$ cat src/rtl/ssp_peer.sv
// Serial-side link partner for the 8-bit synchronous serial port: deserialises frames the port
// transmits onto a valid/ready output and serialises valid/ready input words toward the port.
module ssp_peer #(
  parameter int DATA_W    = 8,
  parameter bit MSB_FIRST = 1'b1
) (
  input  logic              PCLK,
  input  logic              CLEAR,
  input  logic              SSPCLKOUT,
  input  logic              SSPFSSOUT,
  input  logic              SSPTXD,
  input  logic              SSPOE_B,
  output logic              SSPCLKIN,
  output logic              SSPFSSIN,
  output logic              SSPRXD,
  input  logic [DATA_W-1:0] tx_data,
  input  logic              tx_valid,
  output logic              tx_ready,
  output logic [DATA_W-1:0] rx_data,
  output logic              rx_valid,
  input  logic              rx_ready,
  output logic              rx_overrun,
  output logic              frame_err
);

  localparam int CW = (DATA_W > 1) ? $clog2(DATA_W) : 1;
  localparam logic [CW-1:0] LAST = CW'(DATA_W - 1);

  localparam logic RX_IDLE = 1'b0;
  localparam logic RX_BITS = 1'b1;

  localparam logic [1:0] TX_IDLE = 2'd0;
  localparam logic [1:0] TX_WAIT = 2'd1;
  localparam logic [1:0] TX_FSS  = 2'd2;
  localparam logic [1:0] TX_BITS = 2'd3;

  // ---------------------------------------------------------------- receive path
  logic              clk_q;
  logic              rise;
  logic              rx_state;
  logic [CW-1:0]     rx_cnt;
  logic [DATA_W-1:0] rx_sr;
  logic [DATA_W-1:0] rx_shift;

  assign rise = SSPCLKOUT & ~clk_q;

  always_comb begin
    rx_shift = MSB_FIRST ? {rx_sr[DATA_W-2:0], SSPTXD} : {SSPTXD, rx_sr[DATA_W-1:1]};
  end

  always_ff @(posedge PCLK) begin
    if (CLEAR) begin
      clk_q      <= 1'b0;
      rx_state   <= RX_IDLE;
      rx_cnt     <= '0;
      rx_sr      <= '0;
      rx_data    <= '0;
      rx_valid   <= 1'b0;
      rx_overrun <= 1'b0;
      frame_err  <= 1'b0;
    end else begin
      clk_q <= SSPCLKOUT;
      if (rx_valid && rx_ready) rx_valid <= 1'b0;
      if (rise) begin
        case (rx_state)
          RX_IDLE: begin
            if (SSPFSSOUT) begin
              rx_state <= RX_BITS;
              rx_cnt   <= '0;
            end
          end
          default: begin
            if (SSPOE_B || (SSPFSSOUT && rx_cnt != LAST)) begin
              // A stray FSS doubles as the start of a fresh frame.
              frame_err <= 1'b1;
              rx_cnt    <= '0;
              rx_state  <= SSPFSSOUT ? RX_BITS : RX_IDLE;
            end else begin
              rx_sr <= rx_shift;
              if (rx_cnt == LAST) begin
                if (rx_valid && !rx_ready) begin
                  rx_overrun <= 1'b1;
                end else begin
                  rx_data  <= rx_shift;
                  rx_valid <= 1'b1;
                end
                rx_cnt   <= '0;
                rx_state <= SSPFSSOUT ? RX_BITS : RX_IDLE;
              end else begin
                rx_cnt <= rx_cnt + 1'b1;
              end
            end
          end
        endcase
      end
    end
  end

  // --------------------------------------------------------------- transmit path
  logic              ck_q;
  logic              live_q;
  logic              pend_q;
  logic [1:0]        tx_state;
  logic [CW-1:0]     tx_cnt;
  logic [DATA_W-1:0] tx_sr;
  logic              fss_q;
  logic              rxd_q;
  logic              accept;
  logic              tx_bit;
  logic [DATA_W-1:0] tx_next_sr;

  // pend_q keeps a word taken early in the last slot from being accepted twice.
  assign tx_ready = live_q & ((tx_state == TX_IDLE) |
                              ((tx_state == TX_BITS) & (tx_cnt == LAST) & ~pend_q));
  assign accept   = tx_valid & tx_ready;

  always_comb begin
    tx_bit     = MSB_FIRST ? tx_sr[DATA_W-1] : tx_sr[0];
    tx_next_sr = MSB_FIRST ? (tx_sr << 1) : (tx_sr >> 1);
  end

  always_ff @(posedge PCLK) begin
    if (CLEAR) begin
      ck_q     <= 1'b0;
      live_q   <= 1'b0;
      pend_q   <= 1'b0;
      tx_state <= TX_IDLE;
      tx_cnt   <= '0;
      tx_sr    <= '0;
      fss_q    <= 1'b0;
      rxd_q    <= 1'b0;
    end else begin
      live_q <= 1'b1;
      ck_q   <= ~ck_q;
      if (accept) begin
        tx_sr <= tx_data;
        if (tx_state == TX_IDLE) tx_state <= TX_WAIT;
        else pend_q <= 1'b1;
      end
      // ck_q high means this edge drives SSPCLKIN 1->0: the only edge outputs may move on.
      if (ck_q) begin
        case (tx_state)
          TX_WAIT: begin
            fss_q    <= 1'b1;
            rxd_q    <= 1'b0;
            tx_state <= TX_FSS;
          end
          TX_FSS: begin
            fss_q    <= 1'b0;
            rxd_q    <= tx_bit;
            tx_sr    <= tx_next_sr;
            tx_cnt   <= '0;
            tx_state <= TX_BITS;
          end
          TX_BITS: begin
            if (tx_cnt == LAST) begin
              rxd_q  <= 1'b0;
              pend_q <= 1'b0;
              if (pend_q || accept) begin
                fss_q    <= 1'b1;
                tx_state <= TX_FSS;
              end else begin
                tx_state <= TX_IDLE;
              end
            end else begin
              rxd_q  <= tx_bit;
              tx_sr  <= tx_next_sr;
              tx_cnt <= tx_cnt + 1'b1;
            end
          end
          default: ;
        endcase
      end
    end
  end

  assign SSPCLKIN = ck_q;
  assign SSPFSSIN = fss_q;
  assign SSPRXD   = rxd_q;

endmodule
$ cat config.mk
export PLATFORM = sky130hd
export DESIGN_NAME = ssp_peer
export DESIGN_NICKNAME = d
export VERILOG_FILES = /design/src/rtl/ssp_peer.sv
export SDC_FILE = /design/constraint.sdc
export NUM_CORES = 1
export LEC_CHECK = 0
export ABC_CLOCK_PERIOD_IN_PS = 5000
export CAP_MARGIN = 5
export CORE_MARGIN = 2
export CORE_UTILIZATION = 55
export DETAILED_ROUTE_END_ITERATION = 7
export PLACE_DENSITY = 0.93
export SYNTH_ARGS = -nofsm -noshare
export SYNTH_HDL_FRONTEND = slang
export SYNTH_SLANG_ARGS = --single-unit
export TNS_END_PERCENT = 1
$ cat constraint.sdc
create_clock -name PCLK -period 5 [get_ports PCLK]
set_clock_uncertainty 0.05 [all_clocks]
set_input_delay 1 -clock PCLK [delete_from_list [all_inputs] [get_ports PCLK]]
set_output_delay 1 -clock PCLK [all_outputs]
set_load 0.03 [all_outputs]
==> results of run 1 <==
[worst paths after layout]
kind,slack [ns],cells after the start,endpoint
worst max-delay path,1.81,5,tx_ready
worst min-delay path,0.40,2,frame_err$_SDFFE_PP0P_
worst max register to register,2.97,6,tx_sr[2]$_SDFF_PP0_
worst min register to register,0.40,2,frame_err$_SDFFE_PP0P_
[layout by cell type, fill, tap and decap left out, drive strengths merged]
| master | count |
|---|---|
| dfxtp | 41 |
| nor2 | 30 |
| clkdlybuf4s50 | 30 |
| nand2 | 19 |
| mux2i | 18 |
| a21oi | 14 |
| a211oi | 8 |
| a22oi | 6 |
| clkbuf | 6 |
| nor2b | 5 |
| nor3 | 5 |
| ha | 4 |
| inv | 3 |
| nand2b | 3 |
| o21ai | 2 |
| and3 | 2 |
| clkinv | 2 |
| nand3 | 2 |
| or2 | 1 |
| nand4b | 1 |
| a21boi | 1 |
| and4bb | 1 |
| o21ba | 1 |
| o211ai | 1 |
| nor4 | 1 |
| nand3b | 1 |
| o21a | 1 |
| o311ai | 1 |
| buf | 1 |
[critical path, delay by kind of cell, from the launching register on]
kind / cells / cell delay, ns
AND/OR/NAND/NOR: 1 / 0.16
adder cells (fa/ha/maj): 2 / 0.37
flip-flops: 1 / 0.37
buffers and inverters: 1 / 0.69
AO/OA/AOI/OAI: 1 / 0.21
[logic make-up after synthesis]
family / Yosys count / synth area share, %
compound gates: 35 / 13.69
fa+ha+maj: 4 / 2.976
buf+inv: 13 / 4.167
flops: 41 / 48.81
mux: 18 / 10.71
simple gates: 71 / 19.64
[sequential cells by signal, summed over array words and instances, names as in the netlist, 2 cells and up]
signal	count
rx_data	8
tx_sr	8
rx_sr	7
rx_cnt	3
tx_cnt	3
tx_state	2
[metal layers]
metal | GRT usage, % | wire (um) | vias up
met5 | 0 | 0 | -
met4 | 10.39 | 63 | 0
met3 | 5.022 | 141 | 7
met2 | 30.93 | 1408 | 31
met1 | 23.86 | 1416 | 593
li1 | - | - | 686
[final cells by class]
class | count | area [um^2]
multi-input cells | 128 | 790.8
flip-flops and latches | 41 | 820.8
clock buffers | 6 | 41.29
repair buffers | 31 | 307.8
inverters | 3 | 11.26
fillers | 246 | 954.7
clock inverters | 2 | 10.01
well taps | 33 | 41.29
[power groups by stage]
stage / Sequential [mW] / Combinational [mW] / Clock [mW]
4_1_cts: 0.344 / 0.0543 / 0.161
2_1_floorplan: 0.349 / 0.0360 / 0
3_5_place_dp: 0.351 / 0.0538 / 0
3_3_place_gp: 0.351 / 0.0531 / 0
6_report: 0.344 / 0.0540 / 0.155
5_1_grt: 0.346 / 0.0591 / 0.177
[metrics by stage]
stage | util, % | area (um^2)
6_report | 67.94 | 2023
2_1_floorplan | - | 1682
5_1_grt | 67.94 | 2023
4_1_cts | 67.94 | 2023
3_5_place_dp | 66.22 | 1972
3_3_place_gp | 66.22 | 1972
==> results_dict.tcl, run 1 <==
set metrics [dict create \
    dp_hpwl_um 2033 \
    hp-start "frame_err$_SDFFE_PP0P_" \
    period_share_pct 63.83 \
    cts_resized 0 \
    p_sw_share_pct 24.54 \
    num_antenna_cells 0 \
    die_h_um 59.30 \
    worst_pin_slew_ns 0.6249 \
    coreArea_um2 2978 \
    rows 20 \
    clock_latency_ns 0.34 \
    synthTopCellsByArea "dfxtp_1 (49%), mux2i_1 (11%), nor2_1 (6.7%)" \
    start_kind "register" \
    fin_cells 244 \
    slew_viol_final 0 \
    synth-edff-count 0 \
    yosys_warnings 0 \
    relSlewSlack_pct 58.34 \
    grt_pass1_wl_um 5119 \
    grt_util_all_layers_pct 19.40 \
    drc_errors 0 \
    rsz0062_at_grt "false" \
    total_power_mw 0.5533 \
    max_freq_mhz 313.4 \
    hold_path_class "register to register" \
    wl_per_cell_um 12.42 \
    p_int_mw 0.4175 \
    cts_setup_buffers 0 \
    path_cells "ha_1 > ha_1 > nand4b_1 > a21boi_0 > clkdlybuf4s50_1" \
    dp.cells 236 \
    grt_pass1_vias 1206 \
    io_pins 31 \
    p_per_area_nw_per_um2 273.5 \
    totalWireLength_um 3030 \
    grt_max_degree 42 \
    slowest_stage "clkdlybuf4s50_1" \
    cts_buffers 5 \
    hold_buffers 0 \
    syn-num-nets 202 \
    dr.pass1.iters 4 \
    power_leakage_nw 0.8081 \
    clkPwrFrac_pct 28.0 \
    ctsHtreeMaxLevel 2 \
    drt_iter0_markers 57 \
    peakVddDrop_mv 0.1805 \
    netSwitchingPower_mw 0.1358 \
    ys_async_sr_fraction_pct 0 \
    outcome "finished, final reports clean" \
    crit_type "register to output pin" \
    comb_power_share_pct 9.8 \
    root_buffer "clkbuf_4" \
    synth_top_cell_area_share_pct 48.81 \
    die-area_um2 3516 \
    drive_above_1_share_pct 6.161 \
    period_needed_ns 3.191 \
    avgSynthCellArea_um2 9.240 \
    crit_path_end_kind "output pin" \
    required_ns 3.95 \
    gp_congestion 0.8867 \
    slowest_delay_ns 0.69 \
    path_clk_slew_ns 0.11 \
    ys_seq_area_share_pct 48.81 \
    via_per_inst 5.398 \
    synth_top_cell_by_area "dfxtp_1" \
    finalSetupTns_ns 0 \
    fin_hold_ws_ns 0.4023 \
    cts_tree "built" \
    synth_most_common_cell "dfxtp_1" \
    cts.sinks 41 \
    maxCapViolations 0 \
    nNetsFinal 230 \
    ys_ff_latch 41 \
    antenna_left 0 \
    rr_startpoint "tx_cnt[0]$_SDFFE_PP0P_" \
    dp_worst_setup_slack_ns 2.186 \
    synth_flop_cell "dfxtp_1" \
    initial_core_util_pct 56.47 \
    synth_cell_types 31 \
    finalHoldViolCount 0 \
    syn_inst 182 \
    synth_common_cells "dfxtp_1 (41), nor2_1 (30), nand2_1 (19), mux2i_1 (18), a21oi_1 (13)" \
    gr-total-overflow 0 \
    startpoint "tx_cnt[0]$_SDFFE_PP0P_" \
    syn_to_final_growth_pct 20.31 \
    fp.dieW_um 59.30 \
    dr_total_vias 1317 \
    fin_ws_ns 1.809 \
    setup_violations 0 \
    antenna_found_initial 0 \
    cts_buffer_depth 2 \
    crit_top_cell "ha_1" \
    io_buffers 30 \
    p_seq_share_pct 62.2 \
    arrival_ns 2.14 \
    path_max_fanout 5 \
    synth_area_um2 1682 \
]
Note: power is estimated with default switching activity, not from simulation.
==> run 2, diff against run 1 <==
ABC_CLOCK_PERIOD_IN_PS = 2900   (was 5000)
CORE_UTILIZATION = 46   (was 55)
PLACE_DENSITY = 0.84   (was 0.93)
clock period = 2.9 ns   (was 5 ns; I/O delays follow)
==> run 2 against run 1 <==
- cell area grew 2.6%
- sequential share of layout area shrank 1.0 points
- worst setup slack lost 1.3 ns
- via count grew 1.5%
- die area grew 18%
- flip-flop and latch count is the same
- non-clock buffer count is the same
- global-route usage shrank 3.3 points
- register-to-register slack lost 2.1 ns
- power grew 93%
- first-iteration DRC count is the same
- critical endpoint unchanged
==> results_dict.tcl, run 2 (synthesis gave the netlist of run 1 again) <==
set metrics [dict create \
    outcome "finished, final reports clean" \
    grt_pass1_wl_um 5223 \
    via_per_inst 5.202 \
    arrival_ns 1.73 \
    path_clk_slew_ns 0.11 \
    final_cell_mix "dfxtp_1 (41), nor2_1 (30), clkdlybuf4s50_1 (29), nand2_1 (19), mux2i_1 (18)" \
    cp_num_buf_inv 1 \
    antenna_left 0 \
    syn_to_final_growth_pct 23.44 \
    ctsHtreeMaxLevel 2 \
    fin_hold_ws_ns 0.4002 \
    setup_violations 0 \
    dr_total_vias 1337 \
    gp_congestion 0.8040 \
    fin_ws_ns 0.5357 \
    hold_path_class "register to register" \
    antenna_found_initial 0 \
    reg_top3 "rx_data (8), tx_sr (8), rx_sr (7)" \
    grt_pass1_vias 1228 \
    period_needed_ns 2.364 \
    cts_setup_buffers 0 \
    fill_cells 308 \
    num_antenna_cells 0 \
    cts_tree "built" \
    crit_path_end_kind "output pin" \
    p_sw_share_pct 22.12 \
    drive_above_1_share_pct 6.161 \
    relSlewSlack_pct 58.45 \
    dp_worst_setup_slack_ns 0.5302 \
    grt_max_degree 42 \
    slew_viol_final 0 \
    r2r_cells 6 \
    period_share_pct 81.53 \
    crit_top_cell "ha_1" \
    totalWireLength_um 3065 \
    hold_buffers 0 \
    r2r_end "tx_sr[2]$_SDFF_PP0_" \
    io_buffers 30 \
    power_leakage_nw 0.8334 \
    start_kind "register" \
    cts_buffers 5 \
    postLayoutCoreUtil_pct 60.77 \
    drt_iter0_markers 57 \
    clkPwrFrac_pct 35.9 \
    clock_latency_ns 0.35 \
    wl_per_cell_um 11.93 \
    drc_errors 0 \
    required_ns 2.27 \
    crit_family "flip-flops" \
    rr_startpoint "tx_cnt[0]$_SDFFE_PP0P_" \
    hp-start "frame_err$_SDFFE_PP0P_" \
    fp.dieW_um 64.46 \
    crit_type "register to output pin" \
    gr-total-overflow 0 \
    finalHoldViolCount 0 \
    r2r_slack_ns 0.91 \
    slowest_stage "dfxtp_1" \
    rsz0062_at_grt "false" \
    peakVddDrop_mv 0.2877 \
    die-area_um2 4155 \
    maxCapViolations 0 \
    p_per_area_nw_per_um2 515.4 \
    finalSetupTns_ns 0 \
    dr.pass1.iters 4 \
    final_common_cell "dfxtp_1" \
    cts.sinks 41 \
    dp_hpwl_um 2097 \
    max_freq_mhz 423.0 \
    nNetsFinal 230 \
    path_cells "ha_1 > ha_1 > nand4b_1 > a21boi_0 > dlymetal6s2s_1" \
    cts_resized 0 \
    path_max_fanout 5 \
    p_int_mw 0.8332 \
    whs_path_depth 2 \
    hold_end "frame_err$_SDFFE_PP0P_" \
    p_seq_share_pct 55.4 \
    io_pins 31 \
    total_power_mw 1.070 \
    comb_power_share_pct 8.7 \
    worst_pin_slew_ns 0.6233 \
    netSwitchingPower_mw 0.2366 \
    cts_buffer_depth 2 \
    rows 21 \
    grt_util_all_layers_pct 16.07 \
    coreArea_um2 3416 \
    root_buffer "clkbuf_4" \
    die_h_um 64.46 \
    initial_core_util_pct 49.23 \
    slowest_delay_ns 0.37 \
]
-- run 2: cell types whose count changed in the layout (fill, tap and decap cells not counted), sizes merged --
cell / delta
dlymetal6s2s: +1
bufinv: +1
clkbuf: +1
clkinv: -2
clkdlybuf4s50: -1
-- run 2: worst max path at each step --
stage	start	endpoint	slack (ns)	cells after the start
after floorplan	tx_cnt[0]$_SDFFE_PP0P_	tx_ready	0.73	4
after global placement	tx_cnt[0]$_SDFFE_PP0P_	tx_ready	0.56	5
after detailed placement	tx_cnt[0]$_SDFFE_PP0P_	tx_ready	0.53	5
after CTS	tx_cnt[0]$_SDFFE_PP0P_	tx_ready	0.11	5
after global routing	tx_cnt[0]$_SDFFE_PP0P_	tx_ready	0.36	5
final	tx_cnt[0]$_SDFFE_PP0P_	tx_ready	0.54	5
-- run 2: layout make-up --
| type | instances | area (um^2) | share of cell area (%) |
|---|---|---|---|
| timing repair buffer | 31 | 310.3 | 14.95 |
| tap | 46 | 57.56 | 2.773 |
| multi-input combinational | 128 | 790.8 | 38.10 |
| clock buffer | 7 | 55.05 | 2.652 |
| clock inverter | 1 | 30.03 | 1.447 |
| sequential | 41 | 820.8 | 39.54 |
| inverter | 3 | 11.26 | 0.5425 |
-- run 2: per-layer routing --
| layer | part of all wire (%) | global-route usage, % | routed length, um |
|---|---|---|---|
| met3 | 5.5 | 5.556 | 170 |
| met2 | 46 | 26.95 | 1404 |
| met5 | 0 | 0 | 0 |
| met1 | 48 | 18.70 | 1461 |
| met4 | 0.95 | 6.649 | 29 |
-- run 2: metrics by stage --
step,cells,cell area [um^2]
global placement,249,1988
global route,257,2076
floorplan,182,1682
detailed placement,249,1988
CTS,257,2073
finish,257,2076
-- run 2: power groups by stage --
stage	Sequential (mW)	Combinational, mW	Clock, mW
final	0.592	0.0929	0.384
after global routing	0.596	0.102	0.418
after CTS	0.592	0.0940	0.395
after detailed placement	0.605	0.0934	0
after global placement	0.605	0.0922	0
after floorplan	0.603	0.0621	0
-- run 2: worst min-delay path, stage by stage (launching register included) --
cell and delay (ns):
dfxtp_1 0.32, inv_1 0.05, a21oi_1 0.05
==> run 3, diff against run 2 <==
ABC_CLOCK_PERIOD_IN_PS = 2100   (was 2900)
clock period = 2.1 ns   (was 2.9 ns; I/O delays follow)
==> run 3 against run 2 <==
- die area stayed put
- power is 23% higher
- largest power group unchanged
- wire length is 4.1% lower
- flip-flop and latch count stayed put
- largest cell class unchanged
- non-clock buffer count is 5 higher
- register-to-register slack worse by 0.65 ns
==> results_dict.tcl, run 3 (synthesis gave the netlist of run 1 again) <==
set metrics [dict create \
    outcome "finished, final reports clean" \
    startpoint "tx_cnt[0]$_SDFFE_PP0P_" \
    period_needed_ns 1.960 \
    syn_to_final_growth_pct 23.66 \
    num_antenna_cells 0 \
    p_per_area_nw_per_um2 631.4 \
    totalWireLength_um 2939 \
    cts_buffers 5 \
    gr-total-overflow 0 \
    dr_total_vias 1343 \
    netSwitchingPower_mw 0.3155 \
    initial_core_util_pct 49.23 \
    final_common_cell "dfxtp_1" \
    cts.sinks 41 \
    grt_max_degree 42 \
    drc_errors 0 \
    dr.pass1.iters 4 \
    cts_buffer_depth 2 \
    p_seq_share_pct 62.1 \
    gp_congestion 0.8310 \
    final_cell_mix "dfxtp_1 (39), nor2_1 (30), clkdlybuf4s50_1 (29), nand2_1 (19), mux2i_1 (18)" \
    r2r_cells 6 \
    path_clk_slew_ns 0.11 \
    clock_latency_ns 0.33 \
    via_per_inst 5.126 \
    arrival_ns 1.49 \
    fp.dieW_um 64.46 \
    ctsHtreeMaxLevel 2 \
    drive_above_1_share_pct 10.19 \
    rr_startpoint "tx_cnt[0]$_SDFFE_PP0P_" \
    cts_tree "built" \
    io_buffers 30 \
    coreArea_um2 3416 \
    root_buffer "clkbuf_4" \
    drt_iter0_markers 74 \
    required_ns 1.63 \
    setup_violations 0 \
    nNetsFinal 235 \
    clkPwrFrac_pct 27.7 \
    antenna_left 0 \
    relSlewSlack_pct 66.02 \
    path_cells "ha_1 > ha_2 > nand4b_1 > a21boi_1 > buf_4" \
    finalHoldViolCount 0 \
    fin_ws_ns 0.1403 \
    r2r_end "SSPFSSIN$_SDFFE_PP0P_" \
    hold_path_class "register to register" \
    slowest_delay_ns 0.36 \
    fill_cells 314 \
    p_int_mw 0.9975 \
    slew_viol_final 0 \
    finalSetupTns_ns 0 \
    hold_end "frame_err$_SDFFE_PP0P_" \
    power_leakage_nw 0.8317 \
    io_pins 31 \
    total_power_mw 1.313 \
    grt_util_all_layers_pct 15.18 \
    reg_top3 "rx_data (8), tx_sr (8), rx_sr (7)" \
    whs_path_depth 2 \
    grt_pass1_vias 1185 \
    dp_worst_setup_slack_ns 0.1402 \
    crit_type "register to output pin" \
    maxCapViolations 0 \
    antenna_found_initial 0 \
    hp-start "frame_err$_SDFFE_PP0P_" \
    rsz0062_at_grt "false" \
    r2r_slack_ns 0.26 \
    peakVddDrop_mv 0.5285 \
    crit_path_end_kind "output pin" \
    slowest_stage "dfxtp_2" \
    max_freq_mhz 510.3 \
    period_share_pct 93.32 \
    p_sw_share_pct 24.03 \
    wl_per_cell_um 11.22 \
    rows 21 \
    die-area_um2 4155 \
    grt_pass1_wl_um 5043 \
    path_max_fanout 5 \
    worst_pin_slew_ns 0.5034 \
    die_h_um 64.46 \
    start_kind "register" \
    comb_power_share_pct 10.3 \
    dp_hpwl_um 1959 \
]
## run 3: cell count changes in the layout (fill, tap and decap cells not counted), sizes merged
cell | previous run | this run
clkbuf | 7 | 6
dlymetal6s2s | 1 | 0
buf | 1 | 7
clkinv | 0 | 2
bufinv | 1 | 0
## run 3: how the worst max path moves through the flow
stage | slack, ns | endpoint
2_1_floorplan | 0.09 | tx_ready
3_3_place_gp | 0.18 | rx_data[3]$_SDFFE_PP0P_
3_5_place_dp | 0.14 | rx_data[6]$_SDFFE_PP0P_
4_1_cts | 0.02 | tx_ready
5_1_grt | 0.004 | tx_ready
6_report | 0.14 | tx_ready
## run 3: power by group through the flow
stage | clock [mW] | sequential (mW) | combinational (mW)
after CTS | 0.380 | 0.815 | 0.135
final | 0.363 | 0.815 | 0.135
after detailed placement | 0 | 0.833 | 0.134
after global routing | 0.419 | 0.819 | 0.150
after global placement | 0 | 0.833 | 0.134
after floorplan | 0 | 0.832 | 0.0857
## run 3: area by class of cell
type	count	area, um^2	share of cell area [%]
multi-input cells	128	793.3	38.15
clock inverters	2	10.01	0.4813
repair buffers	36	342.8	16.49
well taps	46	57.56	2.768
flip-flops and latches	41	823.3	39.59
clock buffers	6	41.29	1.986
inverters	3	11.26	0.5415
## run 3: what timing repair did
item	4_1_cts	5_1_grt
setup endpoints to repair	1	1
pin swaps	0	1
buffers inserted	0	1
resized for setup	1	3
endpoints found under the hold margin	0	0
hold buffers	0	0
cloned	0	0
## run 3: stage by stage
step	hold slack (ns)	util [%]	cells	area (um^2)
final	0.4019	60.88	262	2079
after global routing	0.4483	60.88	262	2079
after CTS	0.4070	60.59	261	2069
after detailed placement	0.3913	59.01	253	2016
after global placement	0.3848	59.01	253	2016
after floorplan	0.3857	-	182	1682
## run 3: routing by layer
layer / vias up / global-route usage [%] / routed length, um / part of all wire, %
li1: 700 / - / - / -
met1: 606 / 20.02 / 1397 / 48
met2: 32 / 24.48 / 1339 / 46
met3: 5 / 3.819 / 177 / 6.0
met4: 0 / 4.787 / 25 / 0.85
met5: - / 0 / 0 / 0
## run 3: critical path: cells and delay by family (launching register included)
kind | cells | cell delay, ns
adders and majority gates | 2 | 0.35
AOI/OAI and AO/OA | 1 | 0.16
buffers and inverters | 1 | 0.18
DFF | 1 | 0.36
and+or+nand+nor | 1 | 0.12
